**src/rtl/uart_frac_baud_gen.sv**
```systemverilog
// ---------------------------------------------------------------------------
// uart_frac_baud_gen
//
// Oversampling baud-tick generator for the UART. It divides clk by
// (baud_val+1), with an optional fractional stretch. It emits a one-clk
// baud_tick at OSR x baud. It also emits an xmit_tick once every OSR baud
// ticks. New divisors are double-buffered: a load is captured into the pending
// registers and becomes active only at a reload edge, so a rate change never
// produces a runt period.
//
// Build option:
//   UART_BAUD_FRAC_EN  defined   -> fractional accumulator and stretch are
//                                   built. Mean period is
//                                   active_val + 1 + active_frac / 2^FRAC_W.
//                      undefined -> baud_frac is ignored and the period is
//                                   exactly active_val + 1 clk.
//
// Parameters:
//   CNT_W   integer divisor width (2..24)
//   FRAC_W  fractional divisor width (1..8)
//   OSR     oversampling ratio, power of two (4..32)
//
// Ports:
//   clk        in   system clock
//   reset_n    in   synchronous active-low reset
//   enable     in   1 = run the divider, 0 = hold idle
//   baud_val   in   integer divisor, period = baud_val+1 clk
//   baud_frac  in   fractional divisor, units of 1/2^FRAC_W clk
//   load       in   one-cycle pulse that captures baud_val/baud_frac
//   load_ack   out  one-cycle pulse after the pending values became active
//   baud_tick  out  OSR x baud strobe
//   xmit_tick  out  1 x baud strobe, on every OSR-th baud_tick
//   osr_phase  out  tick index within the current bit, 0..OSR-1
// ---------------------------------------------------------------------------
module uart_frac_baud_gen #(
   parameter int CNT_W  = 16,
   parameter int FRAC_W = 4,
   parameter int OSR    = 16,
   localparam int OSR_W = $clog2(OSR)
) (
   input  logic              clk,
   input  logic              reset_n,
   input  logic              enable,
   input  logic [CNT_W-1:0]  baud_val,
   input  logic [FRAC_W-1:0] baud_frac,
   input  logic              load,
   output logic              load_ack,
   output logic              baud_tick,
   output logic              xmit_tick,
   output logic [OSR_W-1:0]  osr_phase
);

   logic [CNT_W-1:0] cnt;
   logic [CNT_W-1:0] active_val;
   logic [CNT_W-1:0] pend_val;
   logic             pend_flag;
   logic             at_reload;
   logic             transfer;

`ifdef UART_BAUD_FRAC_EN
   logic [FRAC_W-1:0] acc;
   logic [FRAC_W-1:0] active_frac;
   logic [FRAC_W-1:0] pend_frac;
   logic              stretch;
   logic [FRAC_W:0]   acc_sum;

   assign acc_sum   = {1'b0, acc} + {1'b0, active_frac};
   // A pending stretch holds cnt at zero for one extra clk before reloading.
   assign at_reload = (cnt == '0) && !stretch;
`else
   logic unused_frac;

   assign unused_frac = ^baud_frac;
   assign at_reload   = (cnt == '0);
`endif

   // Pending values move to active at a reload edge while running.
   // While idle, they move on the very next clk.
   assign transfer = pend_flag && (!enable || at_reload);

   // osr_phase holds the index of the tick currently visible.
   // This makes the last tick of a bit read OSR-1.
   assign xmit_tick = baud_tick && (osr_phase == OSR_W'(OSR - 1));

   // Down-counter, tick strobe and oversampling phase.
   // The reload edge that performs a transfer already counts with the new value.
   always_ff @(posedge clk) begin
      if (!reset_n) begin
         cnt       <= '0;
         baud_tick <= 1'b0;
         osr_phase <= '0;
      end else if (!enable) begin
         cnt       <= '0;
         baud_tick <= 1'b0;
         osr_phase <= '0;
      end else begin
         baud_tick <= at_reload;
         if (baud_tick)
            osr_phase <= osr_phase + 1'b1;
         if (at_reload)
            cnt <= transfer ? pend_val : active_val;
         else if (cnt != '0)
            cnt <= cnt - 1'b1;
      end
   end

   // Integer divisor double buffer and load handshake.
   // A load on the transfer edge refills pending and keeps the flag set.
   always_ff @(posedge clk) begin
      if (!reset_n) begin
         active_val <= '0;
         pend_val   <= '0;
         pend_flag  <= 1'b0;
         load_ack   <= 1'b0;
      end else begin
         load_ack <= transfer;
         if (transfer)
            active_val <= pend_val;
         if (load) begin
            pend_val  <= baud_val;
            pend_flag <= 1'b1;
         end else if (transfer) begin
            pend_flag <= 1'b0;
         end
      end
   end

`ifdef UART_BAUD_FRAC_EN
   // Fractional divisor double buffer. It shares the handshake of the integer path.
   always_ff @(posedge clk) begin
      if (!reset_n) begin
         active_frac <= '0;
         pend_frac   <= '0;
      end else begin
         if (transfer)
            active_frac <= pend_frac;
         if (load)
            pend_frac <= baud_frac;
      end
   end

   // Fraction accumulator.
   // A carry out of the add stretches the following period by one clk.
   // A divisor change restarts the accumulator from zero with the new fraction.
   always_ff @(posedge clk) begin
      if (!reset_n) begin
         acc     <= '0;
         stretch <= 1'b0;
      end else if (!enable) begin
         acc     <= '0;
         stretch <= 1'b0;
      end else if (at_reload) begin
         if (transfer)
            {stretch, acc} <= {1'b0, pend_frac};
         else
            {stretch, acc} <= acc_sum;
      end else if (stretch && (cnt == '0)) begin
         stretch <= 1'b0;
      end
   end
`endif

endmodule

```
**config.mk**
```make
export PLATFORM = sky130hd
export DESIGN_NAME = uart_frac_baud_gen
export DESIGN_NICKNAME = d
export VERILOG_FILES = /design/src/rtl/uart_frac_baud_gen.sv
export SDC_FILE = /design/constraint.sdc
export NUM_CORES = 1
export LEC_CHECK = 0
export CAP_MARGIN = 20
export CORE_ASPECT_RATIO = 2
export CORE_MARGIN = 4
export CORE_UTILIZATION = 40
export CTS_BUF_LIST = sky130_fd_sc_hd__clkbuf_16
export DETAILED_ROUTE_END_ITERATION = 10
export PLACE_DENSITY_LB_ADDON = 0.08
export RECOVER_POWER = 25
export SLEW_MARGIN = 5
export SYNTH_ARGS = -nofsm -noshare
export SYNTH_HDL_FRONTEND = slang
export SYNTH_SLANG_ARGS = --single-unit
```
**constraint.sdc**
```tcl
create_clock -name clk -period 2.82 [get_ports clk]
set_input_delay 0.564 -clock clk [delete_from_list [all_inputs] [get_ports clk]]
set_output_delay 0.564 -clock clk [all_outputs]
set_load 0.05 [all_outputs]
```
==> results of run 1 <==
==> worst paths after layout <==
| kind | start | endpoint | slack (ns) | depth (start not counted) |
|---|---|---|---|---|
| max reg2reg | cnt[0]$_SDFF_PN0_ | active_val[10]$_SDFF_PN0_ | 0.50 | 6 |
| max | osr_phase[0]$_SDFFE_PN0P_ | xmit_tick | 0.41 | 3 |
| min reg2reg | active_val[13]$_SDFF_PN0_ | active_val[13]$_SDFF_PN0_ | 0.46 | 2 |
| min | active_val[13]$_SDFF_PN0_ | active_val[13]$_SDFF_PN0_ | 0.46 | 2 |
==> registers in the layout, indices dropped and copies added (netlist names) <==
name and count:
cnt 16, load_ack 1, osr_phase 4, baud_tick 1, pend_val 16, pend_flag 1, active_val 16
==> final cells by class <==
cell class                 count  area share
multi-input combinational    185       0.431
sequential                    55       0.378
inverter                       3     0.00386
clock buffer                   5      0.0429
timing repair buffer          36       0.112
clock inverter                 3     0.00515
tap                           63      0.0270
==> power by group <==
| group | switching, W | internal [W] | total (W) |
|---|---|---|---|
| sequential | 0.000161 | 0.000919 | 0.00108 |
| clock | 0.000273 | 0.000323 | 0.000597 |
| combinational | 0.000896 | 0.000758 | 0.00165 |
==> cells in the final DEF, fill, tap and decap left out, types with 2 or more instances in the layout <==
cell type	instances
dfxtp_1	55
o21ai_0	16
clkinv_1	3
nor4_4	2
a21oi_1	2
ha_1	2
clkbuf_1	2
nand2_1	22
or3_1	2
nand4_1	4
buf_4	8
nor2_1	28
mux2_2	2
nor2b_1	9
xnor2_1	8
nor3_1	2
xor2_1	5
and4_1	2
clkdlybuf4s50_1	25
inv_1	2
clkbuf_16	5
or4_4	2
a211oi_1	21
mux2i_1	26
nor4_2	3
nand3_1	18
==> stage by stage <==
step | util | cells
2_1_floorplan | - | 261
3_3_place_gp | 0.467 | 342
3_5_place_dp | 0.467 | 342
4_1_cts | 0.491 | 350
5_1_grt | 0.489 | 350
6_report | 0.489 | 350
==> per-layer routing <==
metal	vias up	track usage
met1	858	0.161
met2	25	0.247
met5	-	0
met4	0	0.0664
met3	7	0.0285
li1	980	-
==> worst register-to-register path: stages (launching register included) <==
cell and delay, ns:
dfxtp_1 0.38, inv_1 0.06, ha_1 0.23, nor4bb_1 0.15
a41oi_2 0.18, clkbuf_1 0.93, o21ai_0 0.23
==> logic make-up (layout without fill, tap and decap cells) <==
| group | Yosys count | after routing | synth area share |
|---|---|---|---|
| compound gates | 44 | 44 | 0.119 |
| xor+xnor | 13 | 13 | 0.0468 |
| fa+ha+maj | 2 | 2 | 0.0103 |
| buf+inv | 21 | 47 | 0.0335 |
| flops | 55 | 55 | 0.453 |
| mux | 28 | 28 | 0.116 |
| simple gates | 98 | 98 | 0.221 |
==> results.sh, run 1 <==
export IMPL_wirelength_met1_um=2130
export IMPL_cts_clk_slew_worst_paths_ns=0.07
export IMPL_setup_crit_path_kind="flop to primary output"
export IMPL_post_synth_num_cell_types=34
export IMPL_total_power_w=0.00333
export IMPL_worst_slew_pin_slew_ns=1.23
export IMPL_ys_ff_latch=55
export IMPL_route_met3_wl_um=161
export IMPL_worst_path_dominant_cell_family="buffers and inverters"
export IMPL_end_kind="primary output"
export IMPL_postRouteAntennaNets=0
export IMPL_final_min_clock_period_ns=2.41
export IMPL_power_density_mw_per_mm2=1140
export IMPL_die_area_mm2=0.00746
export IMPL_whs_ns=0.463
export IMPL_routed_via_density=5.34
export IMPL_multi_input_combinational_cell_area_mm2=0.00126
export IMPL_register_cell_area_after_layout_mm2=0.00110
export IMPL_critical_path_startpoint_type="flop"
export IMPL_netlist_area_mm2=0.00243
export IMPL_unrepaired_setup_endpoints_after_global_routing="false"
export IMPL_detailroute_wirelength_met2_um=2490
export IMPL_grt_start_max_net_pins=34
export IMPL_cp_cell_sequence="ha_1 > and4_1 > clkdlybuf4s50_1"
export IMPL_slew_headroom=0.177
export IMPL_floorplan_initialDensity=0.408
export IMPL_synth_top_cell_area_share=0.453
export IMPL_finalHoldViolCount=0
export IMPL_synth_yosys_warnings=0
export IMPL_post_route_period_util=0.856
export IMPL_cts_made_buffers=5
export IMPL_cts_hold_repair_buffers=0
export IMPL_num_rows=40
export IMPL_grt_remaining_overflow=0
export IMPL_post_cts_setup_buffer_count=0
export IMPL_critical_path_fanout_max=4
export IMPL_grt_pass1_wl_um=8420
export IMPL_synth_most_common_cell="dfxtp_1"
export IMPL_required_time_of_the_worst_setup_path_ns=2.26
export IMPL_tns_ns=0
export IMPL_initialDrtViolationCount=25
export IMPL_post_cts_resized=0
export IMPL_via_count_of_the_first_global_routing_pass=1822
export IMPL_dr_total_vias=1870
export IMPL_io_pin_count=31
export IMPL_net_count_synth=287
export IMPL_layout_nets=312
export IMPL_core_area_mm2=0.00596
export IMPL_detailedPlacementHpwl_um=3500
export IMPL_critical_path_n_buffers_inverters=1
export IMPL_post_route_drc_count=0
export IMPL_post_synth_most_frequent_cells="55 x dfxtp_1, 28 x nor2_1, 26 x mux2i_1"
export IMPL_slowest_stage="clkdlybuf4s50_1"
export IMPL_timing_final_max_slew_violations=0
export IMPL_die_x_um=63.1
export IMPL_postSynthCellCount=261
export IMPL_outcome="complete, no violations"
export IMPL_dp_slack_ns=0.709
export IMPL_grt_antenna_before_repair=0
export IMPL_insertedDiodeCount=0
export IMPL_synthFlopType="dfxtp_1"
export IMPL_synth_edff_count=0
export IMPL_fmax_mhz=414
export IMPL_ctsRootBufferMaster="clkbuf_16"
export IMPL_clock_sinks=55
export IMPL_numPortBuffers=26
export IMPL_async_s_r_ff_share_synth=0
export IMPL_routed_wl_um=4880
export IMPL_drive_above_1_share=0.0871
export IMPL_htree_num_levels=2
export IMPL_cts_buffer_depth=2
export IMPL_placed_cell_area_mm2=0.00278
export IMPL_max_cap_viol_count=0
export IMPL_crit_path_max_incr_delay_ns=0.80
export IMPL_report_final_setup_viol=0
export IMPL_final_fill_count=603
export IMPL_drt_pass1_iter_count=4
export IMPL_route_detailed_wl_per_inst_um=13.9
export IMPL_cts_tree="done"
export IMPL_post_synth_top_area_cell="dfxtp_1"
export IMPL_synth_area_top_cells="dfxtp_1 45%, mux2i_1 11%, a211oi_1 6.5%"
export IMPL_finalClockSkew_ns=0.00563
export IMPL_top_layer="met4"
export IMPL_critPathArrivalTime_ns=1.85
export IMPL_grt_util_all_layers=0.141
export IMPL_die_height_um=118
export IMPL_placer_s_final_routability_congestion_estimate=0.691
export IMPL_clk_insertion_delay_late_ns=0.29
export IMPL_p_leak_nw=1.09
export IMPL_hp_class="flop to flop"
export IMPL_synth_avg_cell_area_um2=9.31
export IMPL_fin_area_mm2=0.00292
export IMPL_power_ir_vdd_worst_mv=0.583
export IMPL_min_setup_slack_post_route_ns=0.407
export IMPL_synth_seq_area_share=0.453
export IMPL_synthToLayoutAreaGrowth_pct=19.9
(Power assumes the default switching activity.)
==> run 2, diff against run 1 <==
Settings changed: CAP_MARGIN 20 to unset.
==> results of run 2 <==
The final DEF is identical to that of run 1; final timing and power are the same.
==> run 3, diff against run 2 <==
Settings changed: CORE_UTILIZATION 40 to 25.
==> results.sh, run 3 (synthesized netlist as in run 1, its figures left out) <==
export IMPL_drt_pass1_iter_count=5
export IMPL_p_leak_nw=1.10
export IMPL_grt_util_all_layers=0.109
export IMPL_post_cts_setup_buffer_count=0
export IMPL_critical_path_fanout_max=4
export IMPL_top_usage_layer="met2"
export IMPL_end_kind="primary output"
export IMPL_worstReg2RegStart="cnt[12]$_SDFF_PN0_"
export IMPL_hp_class="flop to flop"
export IMPL_required_time_of_the_worst_setup_path_ns=2.26
export IMPL_cts_clk_slew_worst_paths_ns=0.07
export IMPL_critPathArrivalTime_ns=1.86
export IMPL_outcome="complete, no violations"
export IMPL_post_route_period_util=0.858
export IMPL_setup_crit_path_kind="flop to primary output"
export IMPL_cp_cell_sequence="ha_1 > and4_1 > clkdlybuf4s50_1"
export IMPL_worst_slew_pin_slew_ns=0.804
export IMPL_finalHoldViolCount=0
export IMPL_routed_via_density=4.51
export IMPL_hold_end="active_val[9]$_SDFF_PN0_"
export IMPL_max_cap_viol_count=0
export IMPL_die_x_um=77.7
export IMPL_io_pin_count=31
export IMPL_post_route_drc_count=0
export IMPL_die_area_mm2=0.0115
export IMPL_met3_layer_usage_reported_by_global_route=0.0165
export IMPL_core_area_mm2=0.00945
export IMPL_cts_tree="done"
export IMPL_grt_met1_usage=0.119
export IMPL_post_cts_resized=0
export IMPL_insertedDiodeCount=0
export IMPL_power_ir_vdd_worst_mv=0.387
export IMPL_holdCritStartpoint="active_val[9]$_SDFF_PN0_"
export IMPL_finalClockSkew_ns=0.00513
export IMPL_grt_remaining_overflow=0
export IMPL_gr_usage_met2=0.201
export IMPL_fin_util=0.316
export IMPL_drive_above_1_share=0.0877
export IMPL_route_detailed_wl_per_inst_um=13.9
export IMPL_ctsRootBufferMaster="clkbuf_16"
export IMPL_slowest_stage="clkdlybuf4s50_1"
export IMPL_via_count_of_the_first_global_routing_pass=1880
export IMPL_clk_insertion_delay_late_ns=0.29
export IMPL_dr_total_vias=1872
export IMPL_power_density_mw_per_mm2=1140
export IMPL_numPortBuffers=26
export IMPL_num_rows=50
export IMPL_crit_path_max_incr_delay_ns=0.79
export IMPL_detailedPlacementHpwl_um=4180
export IMPL_reg2reg_setup_slack_ns=0.67
export IMPL_most_common_cell_after_layout_fill_and_taps_aside="dfxtp_1"
export IMPL_clock_sinks=55
export IMPL_biggestRegsByFlops="active_val x16, cnt x16, pend_val x16"
export IMPL_critical_path_startpoint_type="flop"
export IMPL_crit_reg2reg_capture="active_val[10]$_SDFF_PN0_"
export IMPL_placer_s_final_routability_congestion_estimate=0.685
export IMPL_whs_ns=0.464
export IMPL_cts_made_buffers=5
export IMPL_highest_count_cells_in_the_layout_ignoring_fill_and_taps="55 x dfxtp_1, 28 x nor2_1, 26 x mux2i_1"
export IMPL_routed_wl_um=5770
export IMPL_cts_hold_repair_buffers=0
export IMPL_cts_buffer_depth=2
export IMPL_placed_cell_area_mm2=0.00287
export IMPL_die_height_um=147
export IMPL_grt_pass1_wl_um=9750
export IMPL_worst_r2r_cell_count=5
export IMPL_initialDrtViolationCount=73
export IMPL_floorplan_initialDensity=0.257
export IMPL_unrepaired_setup_endpoints_after_global_routing="false"
export IMPL_whs_path_depth=2
export IMPL_final_min_clock_period_ns=2.42
export IMPL_timing_final_max_slew_violations=0
export IMPL_fin_area_mm2=0.00299
export IMPL_fmax_mhz=413
export IMPL_synthToLayoutAreaGrowth_pct=22.9
export IMPL_postRouteAntennaNets=0
export IMPL_htree_num_levels=2
export IMPL_report_final_setup_viol=0
export IMPL_tns_ns=0
export IMPL_layout_nets=312
export IMPL_grt_start_max_net_pins=34
export IMPL_slew_headroom=0.459
export IMPL_grt_antenna_before_repair=0
-- run 3: per-stage QoR --
| step | total power [W] | instances | setup slack (ns) |
|---|---|---|---|
| 6_report | 0.00340 | 415 | 0.400 |
| 3_3_place_gp | 0.00287 | 409 | 0.424 |
| 4_1_cts | 0.00349 | 415 | 0.362 |
| 3_5_place_dp | 0.00288 | 409 | 0.391 |
| 2_1_floorplan | 0.00233 | 261 | 0.849 |
| 5_1_grt | 0.00367 | 415 | 0.295 |
-- run 3: layout make-up --
type	count	area, um2
sequential	55	1100
clock buffer	5	125
tap	130	163
inverter	3	11.3
fill	1009	6460
clock inverter	1	3.75
timing repair buffer	36	333
multi-input combinational	185	1250
-- run 3: routing by layer --
metal | vias up | wire, um
met4 | 0 | 112
met1 | 862 | 2410
li1 | 980 | -
met5 | - | 0
met3 | 5 | 153
met2 | 25 | 3090
-- run 3: how the worst max path moves through the flow --
stage                              startpoint                  endpoint  slack [ns]  cells after the start
CTS                 osr_phase[0]$_SDFFE_PN0P_                 xmit_tick        0.36                      3
detailed placement                    reset_n  pend_val[6]$_SDFFE_PN0P_        0.39                      3
global route        osr_phase[0]$_SDFFE_PN0P_                 xmit_tick        0.29                      3
finish              osr_phase[0]$_SDFFE_PN0P_                 xmit_tick        0.40                      3
floorplan           osr_phase[0]$_SDFFE_PN0P_                 xmit_tick        0.85                      2
global placement                      reset_n       load_ack$_SDFF_PN0_        0.42                      3
-- run 3: worst max-delay path: cells and delay by family, from the launching register on --
kind | cells | cell delay [ns]
buffers and inverters | 1 | 0.79
DFF | 1 | 0.39
adders and majority gates | 1 | 0.19
and+or+nand+nor | 1 | 0.19
-- run 3: report_power, final --
group | switching, W | total [W] | leakage, nW | internal (W)
registers | 0.000167 | 0.00109 | 0.449 | 0.000919
logic | 0.000951 | 0.00173 | 0.584 | 0.000779
clock network | 0.000269 | 0.000586 | 0.0669 | 0.000317
